## src/rtl/tinyriscv_pkg.sv

```systemverilog
// Shared definitions for the tinyriscv instruction path.
// Contents:
//   InstAddrBus / InstBus  32-bit instruction address and instruction word types
//   INST_NOP               word presented to the fetch unit when nothing is buffered
//   pf_state_e             prefetcher FSM states
//   word_align()           clears the byte-offset bits of an address
package tinyriscv_pkg;

    typedef logic [31:0] InstAddrBus;
    typedef logic [31:0] InstBus;

    localparam InstBus INST_NOP = 32'h0000_0001;

    typedef enum logic [1:0] {
        PF_IDLE   = 2'd0,
        PF_FETCH  = 2'd1,
        PF_HALTED = 2'd2
    } pf_state_e;

    // Instruction addresses are always word aligned; bits [1:0] are forced to zero.
    function automatic InstAddrBus word_align(input InstAddrBus addr);
        word_align = addr & 32'hFFFF_FFFC;
    endfunction

endpackage

```

## src/rtl/instr_prefetch_fifo.sv

```systemverilog
// Synchronous FIFO holding prefetched instruction words tagged with their word address.
// Ports:
//   clk_i, rst_i     clock, synchronous active-high reset
//   clear_i          empties the FIFO (has priority over push and pop)
//   push_i, data_i   write one entry (ignored when full)
//   pop_i            drop the head entry (ignored when empty)
//   head_o           head entry, valid only when empty_o = 0
//   full_o, empty_o  occupancy flags
//   count_o          number of stored entries (0..DEPTH)
module instr_prefetch_fifo #(
    parameter int DEPTH = 2,
    parameter int WIDTH = 62
) (
    input  logic                       clk_i,
    input  logic                       rst_i,
    input  logic                       clear_i,
    input  logic                       push_i,
    input  logic [WIDTH-1:0]           data_i,
    input  logic                       pop_i,
    output logic [WIDTH-1:0]           head_o,
    output logic                       full_o,
    output logic                       empty_o,
    output logic [$clog2(DEPTH):0]     count_o
);

    localparam int PTR_W = $clog2(DEPTH);
    localparam int CNT_W = PTR_W + 1;

    logic [WIDTH-1:0] mem_q [DEPTH];
    logic [PTR_W-1:0] wr_ptr_q;
    logic [PTR_W-1:0] rd_ptr_q;
    logic [CNT_W-1:0] count_q;
    logic [CNT_W-1:0] count_d;
    logic             push_ok_s;
    logic             pop_ok_s;

    assign full_o    = (count_q == CNT_W'(DEPTH));
    assign empty_o   = (count_q == CNT_W'(0));
    assign count_o   = count_q;
    assign head_o    = mem_q[rd_ptr_q];
    assign push_ok_s = push_i && !full_o;
    assign pop_ok_s  = pop_i && !empty_o;

    // Occupancy after this cycle's push/pop; simultaneous push and pop cancel out.
    always_comb begin
        count_d = count_q;
        case ({push_ok_s, pop_ok_s})
            2'b10:   count_d = count_q + CNT_W'(1);
            2'b01:   count_d = count_q - CNT_W'(1);
            default: count_d = count_q;
        endcase
    end

    // Pointer and occupancy registers.
    always_ff @(posedge clk_i) begin
        if (rst_i || clear_i) begin
            wr_ptr_q <= '0;
            rd_ptr_q <= '0;
            count_q  <= '0;
        end else begin
            if (push_ok_s) begin
                wr_ptr_q <= wr_ptr_q + PTR_W'(1);
            end
            if (pop_ok_s) begin
                rd_ptr_q <= rd_ptr_q + PTR_W'(1);
            end
            count_q <= count_d;
        end
    end

    // Entry storage; contents are only meaningful below count_q so no reset is needed.
    always_ff @(posedge clk_i) begin
        if (push_ok_s && !clear_i && !rst_i) begin
            mem_q[wr_ptr_q] <= data_i;
        end
    end

endmodule

```

## src/rtl/instr_prefetch.sv

```systemverilog
// Instruction prefetcher: issues in-order word reads on the instruction memory bus,
// buffers the returned words and presents the head word to the fetch unit.
// Ports:
//   clk_i, rst_i                 clock, synchronous active-high reset
//   flush_i, flush_addr_i        discard everything and restart at flush_addr_i (word aligned)
//   halt_i                       stop issuing new requests
//   consume_i                    fetch unit takes the head word
//   instr_o, instr_addr_o        head word and its address (INST_NOP / 0 when empty)
//   instr_valid_o                buffer not empty
//   mem_req_o, mem_addr_o        read request and its word address
//   mem_gnt_i                    request accepted
//   mem_rvalid_i, mem_rdata_i    in-order read response
module instr_prefetch
    import tinyriscv_pkg::*;
#(
    parameter int         DEPTH     = 2,
    parameter InstAddrBus BOOT_ADDR = 32'h0000_0000
) (
    input  logic       clk_i,
    input  logic       rst_i,
    input  logic       flush_i,
    input  InstAddrBus flush_addr_i,
    input  logic       halt_i,
    input  logic       consume_i,
    output InstBus     instr_o,
    output InstAddrBus instr_addr_o,
    output logic       instr_valid_o,
    output logic       mem_req_o,
    output InstAddrBus mem_addr_o,
    input  logic       mem_gnt_i,
    input  logic       mem_rvalid_i,
    input  InstBus     mem_rdata_i
);

    localparam int CNT_W = $clog2(DEPTH) + 1;
    // Stale responses from back-to-back flushes can stack beyond DEPTH, so the
    // discard counter carries one extra bit of headroom.
    localparam int DISC_W = CNT_W + 1;
    localparam int FIFO_W = 30 + 32;

    pf_state_e         state_q, state_d;
    InstAddrBus        addr_q, addr_d;
    logic [29:0]       resp_word_q, resp_word_d;
    logic [CNT_W-1:0]  out_q, out_d;
    logic [DISC_W-1:0] disc_q, disc_d;

    logic              req_s;
    logic              gnt_s;
    logic              push_s;
    logic              pop_s;
    logic              cap_ok_s;
    logic [CNT_W:0]    in_flight_s;
    logic [FIFO_W-1:0] fifo_head_s;
    logic              fifo_full_s;
    logic              fifo_empty_s;
    logic [CNT_W-1:0]  fifo_count_s;

    assign in_flight_s = {1'b0, fifo_count_s} + {1'b0, out_q};
    assign cap_ok_s    = (in_flight_s < (CNT_W + 1)'(DEPTH));
    assign gnt_s       = req_s && mem_gnt_i;
    // Responses are dropped while older (pre-flush) reads are still returning.
    assign push_s      = mem_rvalid_i && !flush_i && (disc_q == DISC_W'(0)) && !fifo_full_s;
    assign pop_s       = consume_i && !fifo_empty_s && !flush_i;

    instr_prefetch_fifo #(
        .DEPTH (DEPTH),
        .WIDTH (FIFO_W)
    ) u_fifo (
        .clk_i   (clk_i),
        .rst_i   (rst_i),
        .clear_i (flush_i),
        .push_i  (push_s),
        .data_i  ({resp_word_q, mem_rdata_i}),
        .pop_i   (pop_s),
        .head_o  (fifo_head_s),
        .full_o  (fifo_full_s),
        .empty_o (fifo_empty_s),
        .count_o (fifo_count_s)
    );

    // FSM state register.
    always_ff @(posedge clk_i) begin
        if (rst_i) begin
            state_q <= PF_IDLE;
        end else begin
            state_q <= state_d;
        end
    end

    // FSM next state. A request already on the bus is held until granted, so
    // halting waits for that grant before leaving FETCH.
    always_comb begin
        state_d = state_q;
        if (flush_i) begin
            state_d = halt_i ? PF_HALTED : PF_FETCH;
        end else begin
            case (state_q)
                PF_IDLE:   state_d = PF_FETCH;
                PF_FETCH:  state_d = (halt_i && !(req_s && !mem_gnt_i)) ? PF_HALTED : PF_FETCH;
                PF_HALTED: state_d = halt_i ? PF_HALTED : PF_FETCH;
                default:   state_d = PF_IDLE;
            endcase
        end
    end

    // FSM outputs: request whenever fetching and buffer + in-flight reads leave room.
    always_comb begin
        req_s = 1'b0;
        if ((state_q == PF_FETCH) && !flush_i && cap_ok_s) begin
            req_s = 1'b1;
        end else begin
            req_s = 1'b0;
        end
    end

    // Next request address and next expected response address.
    always_comb begin
        addr_d      = addr_q;
        resp_word_d = resp_word_q;
        if (flush_i) begin
            addr_d      = word_align(flush_addr_i);
            resp_word_d = flush_addr_i[31:2];
        end else begin
            addr_d      = gnt_s ? (addr_q + 32'd4) : addr_q;
            resp_word_d = push_s ? (resp_word_q + 30'd1) : resp_word_q;
        end
    end

    // Outstanding / discard bookkeeping. On flush every read still in flight,
    // including this cycle's grant, becomes stale; this cycle's response retires one.
    always_comb begin
        out_d  = out_q;
        disc_d = disc_q;
        if (flush_i) begin
            out_d  = '0;
            disc_d = disc_q + DISC_W'(out_q) + DISC_W'(gnt_s) - DISC_W'(mem_rvalid_i);
        end else begin
            case ({gnt_s, push_s})
                2'b10:   out_d = out_q + CNT_W'(1);
                2'b01:   out_d = out_q - CNT_W'(1);
                default: out_d = out_q;
            endcase
            if (mem_rvalid_i && (disc_q != DISC_W'(0))) begin
                disc_d = disc_q - DISC_W'(1);
            end else begin
                disc_d = disc_q;
            end
        end
    end

    // Address and counter registers.
    always_ff @(posedge clk_i) begin
        if (rst_i) begin
            addr_q      <= word_align(BOOT_ADDR);
            resp_word_q <= BOOT_ADDR[31:2];
            out_q       <= '0;
            disc_q      <= '0;
        end else begin
            addr_q      <= addr_d;
            resp_word_q <= resp_word_d;
            out_q       <= out_d;
            disc_q      <= disc_d;
        end
    end

    // Fetch-side outputs come straight from the FIFO registers.
    always_comb begin
        instr_valid_o = !fifo_empty_s;
        instr_o       = INST_NOP;
        instr_addr_o  = 32'h0000_0000;
        if (!fifo_empty_s) begin
            instr_o      = fifo_head_s[31:0];
            instr_addr_o = {fifo_head_s[61:32], 2'b00};
        end else begin
            instr_o      = INST_NOP;
            instr_addr_o = 32'h0000_0000;
        end
    end

    assign mem_req_o  = req_s;
    assign mem_addr_o = addr_q;

endmodule
```

## config.mk

```make
export PLATFORM = sky130hd
export DESIGN_NAME = instr_prefetch
export DESIGN_NICKNAME = d
export VERILOG_FILES = /design/src/rtl/tinyriscv_pkg.sv /design/src/rtl/instr_prefetch_fifo.sv /design/src/rtl/instr_prefetch.sv
export SDC_FILE = /design/constraint.sdc
export NUM_CORES = 1
export LEC_CHECK = 0
export CORE_ASPECT_RATIO = 1.75
export CORE_MARGIN = 4
export CORE_UTILIZATION = 34
export CTS_CLUSTER_SIZE = 20
export DETAILED_ROUTE_END_ITERATION = 10
export PLACE_DENSITY_LB_ADDON = 0.25
export SLEW_MARGIN = 20
export SYNTH_ARGS = -nofsm -noshare
export SYNTH_HDL_FRONTEND = slang
export SYNTH_SLANG_ARGS = --single-unit
```

## constraint.sdc

```tcl
create_clock -name clk_i -period 7.1 [get_ports clk_i]
set_input_delay 1.065 -clock clk_i [delete_from_list [all_inputs] [get_ports clk_i]]
set_output_delay 1.065 -clock clk_i [all_outputs]
set_load 0.02 [all_outputs]
```

==> impl_metrics.py <==
metrics = {
    "synthesis": {
        "synthFlopType": "edfxtp_1",
        "yosysUniqueCellTypes": 55,
        "synth-compound-area-share": 0.1154,
        "synthCells": 817,
        "netlist_top_cells_count": "124 x edfxtp_1, 102 x nor2_1, 72 x dfxtp_1, 64 x nand2_1, 62 x mux2i_1",
        "syn_avg_cell_area_um2": 10.88,
        "synth_edf_count": 124,
        "synthAdderAreaFrac": 0.01802,
        "yosys.area.top_type": "edfxtp_1",
        "synth_warnings": 0,
        "yosys-top-cells-area": "edfxtp_1 42%, dfxtp_1 16%, mux2i_1 7.0%, nor2_1 4.3%, nand2_1 2.7%",
        "synthMostInstantiatedCell": "edfxtp_1",
        "synthXorXnorAreaFrac": 0.01970,
        "yosys.area_share.simple": 0.1567,
        "yosysSeqAreaShare": 0.5810,
        "synth_top_family_by_area": "simple AND/OR/NAND/NOR gates",
        "async_flop_share": 0,
        "synthesis.area_mm2": 0.008890,
        "synthMuxAreaShare": 0.07488,
        "synth_seq_cells": 196,
        "synth_top_area_share": 0.4189,
    },
    "timing": {
        "fin_worst_skew_ns": 0.01335,
        "min_period_ns": 4.107,
        "hold_viol_final": 0,
        "slew_viol_final": 0,
        "setup_tns_ns": 0,
        "fin_ws_ns": 2.993,
        "setup-violations-final": 0,
        "slew_headroom": 0.3693,
        "clock.fmax_ghz": 0.2435,
        "min_period_over_period": 0.5785,
        "rsz0062_at_grt": "false",
        "worstMarginPinSlew_ns": 0.9461,
    },
    "die": {
        "fp-row-count": 78,
        "fp.dieW_um": 130.2,
        "start_util": 0.3437,
        "coreArea_mm2": 0.02586,
        "boundaryPins": 169,
        "die_h_um": 221.9,
        "dieArea_mm2": 0.02890,
    },
    "power_and_ir_drop": {
        "p_leak_uw": 0.003643,
        "finalPower_uw": 2513,
        "power.density_mw_per_mm2": 221.7,
        "seq_power_share": 0.521,
        "power.internal_uw": 1862,
        "vdd_drop_max_mv": 0.1858,
        "switching_share": 0.2590,
        "p_comb_frac": 0.128,
        "p_switching_uw": 651.1,
        "power_frac_clock": 0.351,
    },
    "job": {
        "max_cap_viol_count": 0,
    },
    "route": {
        "dr.pass1.iters": 5,
        "drc": 0,
        "ant_nets": 0,
        "vias_per_cell": 5.218,
        "vias": 6747,
        "drt-total-wl_um": 22700,
        "drt_iter0_markers": 383,
        "wire_per_inst_um": 17.56,
    },
    "place": {
        "dp_hpwl_um": 15890,
        "dpl-instance-area_mm2": 0.01080,
        "dp_cells": 1261,
        "pre_cts_ws_ns": 2.454,
        "gp_congestion": 0.8055,
        "numPortBuffers": 162,
    },
    "clock_tree": {
        "cts_setup_buffers": 0,
        "clock_sinks": 196,
        "root_buffer": "clkbuf_16",
        "cts_buffers": 17,
        "clock_path_buffers": 2,
        "cts.repair.resized": 0,
        "clock_latency_ns": 0.44,
        "cts_tree": "yes",
        "hold_buffers": 0,
        "htree_levels": 4,
        "clkTransAtPathRegs_ns": 0.07,
    },
    "worst_setup_path": {
        "worst-path-buf-inv": 4,
        "cp_slowest_cell": "and3_2",
        "crit_family": "buffers and inverters",
        "setup.worst_path.start_class": "primary input",
        "critical_path_class": "in2reg",
        "worstSetupStartpoint": "flush_i",
        "worstPathMaxFanout": 43,
        "r2r_start": "disc_q[0]",
        "critPathMaxStageDelay_ns": 0.65,
        "cp.arrival_ns": 4.18,
        "cp_common_cell": "buf_4",
        "worstPathRequired_ns": 7.17,
        "worstPathCellList": "clkdlybuf4s50_1 > buf_4 > nand4bb_1 > or2_1 > inv_1 > and3_2 > buf_4",
        "crit_path_end_kind": "register",
    },
    "status": {
        "status": "complete, no violations",
    },
    "grt": {
        "grt_overflow_total": 0,
        "grt_pass1_wl_um": 34930,
        "grt_max_degree": 63,
        "antenna_found_initial": 0,
        "grt_pass1_vias": 6497,
        "grt_use_total": 0.1565,
    },
    "min_path": {
        "min_path_type": "reg2reg",
        "hold_start": "resp_word_q[28]",
    },
    "final_layout": {
        "diodes": 0,
        "final_nets": 1042,
        "area_growth_pct": 27.53,
        "fin_cells": 1293,
        "fin_area_mm2": 0.01134,
        "drive_gt1_frac": 0.05447,
    },
}
layer usage:
layer,routed length (µm),GRT usage,vias up
li1,-,-,3315
met1,8987,0.1792,3190
met2,12120,0.2769,200
met3,927,0.03134,42
met4,669,0.06678,0
met5,0,0,-
registers in the layout, indices dropped and copies added, names as in the netlist, named ones only:
register and count:
state_q 2, u_fifo.mem_q 124, resp_word_q 30, u_fifo.rd_ptr_q 1, disc_q 3, u_fifo.wr_ptr_q 1
u_fifo.count_o 2, out_q 2, mem_addr_o 30
per-stage QoR:
step	utilization	hold WS, ns
finish	0.4384	0.4838
global route	0.4384	0.5153
CTS	0.4381	0.4824
detailed placement	0.4175	0.4660
global placement	0.4175	0.4534
floorplan	-	0.4411
worst paths after layout:
check | to | slack (ns) | depth (start not counted)
max | u_fifo.mem_q[1][4] | 2.99 | 7
min | u_fifo.mem_q[0][60] | 0.48 | 0
min reg2reg | u_fifo.mem_q[0][60] | 0.48 | 0
max reg2reg | u_fifo.mem_q[1][4] | 3.82 | 7
placed cells by master (no fill, tap or decap), types with 5 or more instances in the layout:
master           instances
a211oi_1                 5
a21o_1                   6
a21oi_1                 40
a31oi_1                 36
and2_1                   8
and3_1                   9
and4_1                  10
buf_4                   11
clkbuf_16               17
clkdlybuf4s50_1        161
dfxtp_1                 71
edfxtp_1               124
ha_1                     8
inv_1                   20
mux2i_1                 62
nand2_1                 64
nand3_1                 20
nand4_1                 28
nor2_1                 100
nor3_1                   7
nor4_1                   8
o211ai_1                 6
o21a_1                   5
o21ai_0                 31
o22ai_1                  5
o31a_1                   6
or3_1                   14
xnor2_1                  8
xor2_1                  12
power by group through the flow:
stage          sequential (µW)  clock, µW  combinational (µW)
3_3_place_gp              1330          0                 323
2_1_floorplan             1330          0                 181
3_5_place_dp              1330          0                 326
6_report                  1310        881                 323
4_1_cts                   1310        912                 328
5_1_grt                   1320        960                 355
cell type report:
cell class | instances | area (µm²)
Fill cell | 2439 | 14530
Sequential cell | 196 | 5169
Clock inverter | 13 | 100.1
Multi-Input combinational cell | 552 | 3461
Timing Repair Buffer | 173 | 1699
Tap cell | 320 | 400.4
Inverter | 20 | 75.07
Clock buffer | 19 | 432.9
cells by family after synthesis:
| group | count (synthesis) |
|---|---|
| adder cells (fa/ha/maj) | 11 |
| other | 1 |
| buffers and inverters | 72 |
| AO/OA/AOI/OAI | 164 |
| flip-flops | 196 |
| AND/OR/NAND/NOR | 287 |
| multiplexers | 66 |
| XOR/XNOR | 20 |
worst reg2reg max path, cell delays in order (launching register included):
cell and delay, ns:
dfxtp_1 0.30, inv_1 0.13, ha_1 0.20, nand4bb_1 0.18
or2_1 0.29, inv_1 0.53, and3_2 0.66, buf_4 0.59
(Power assumes the default switching activity.)
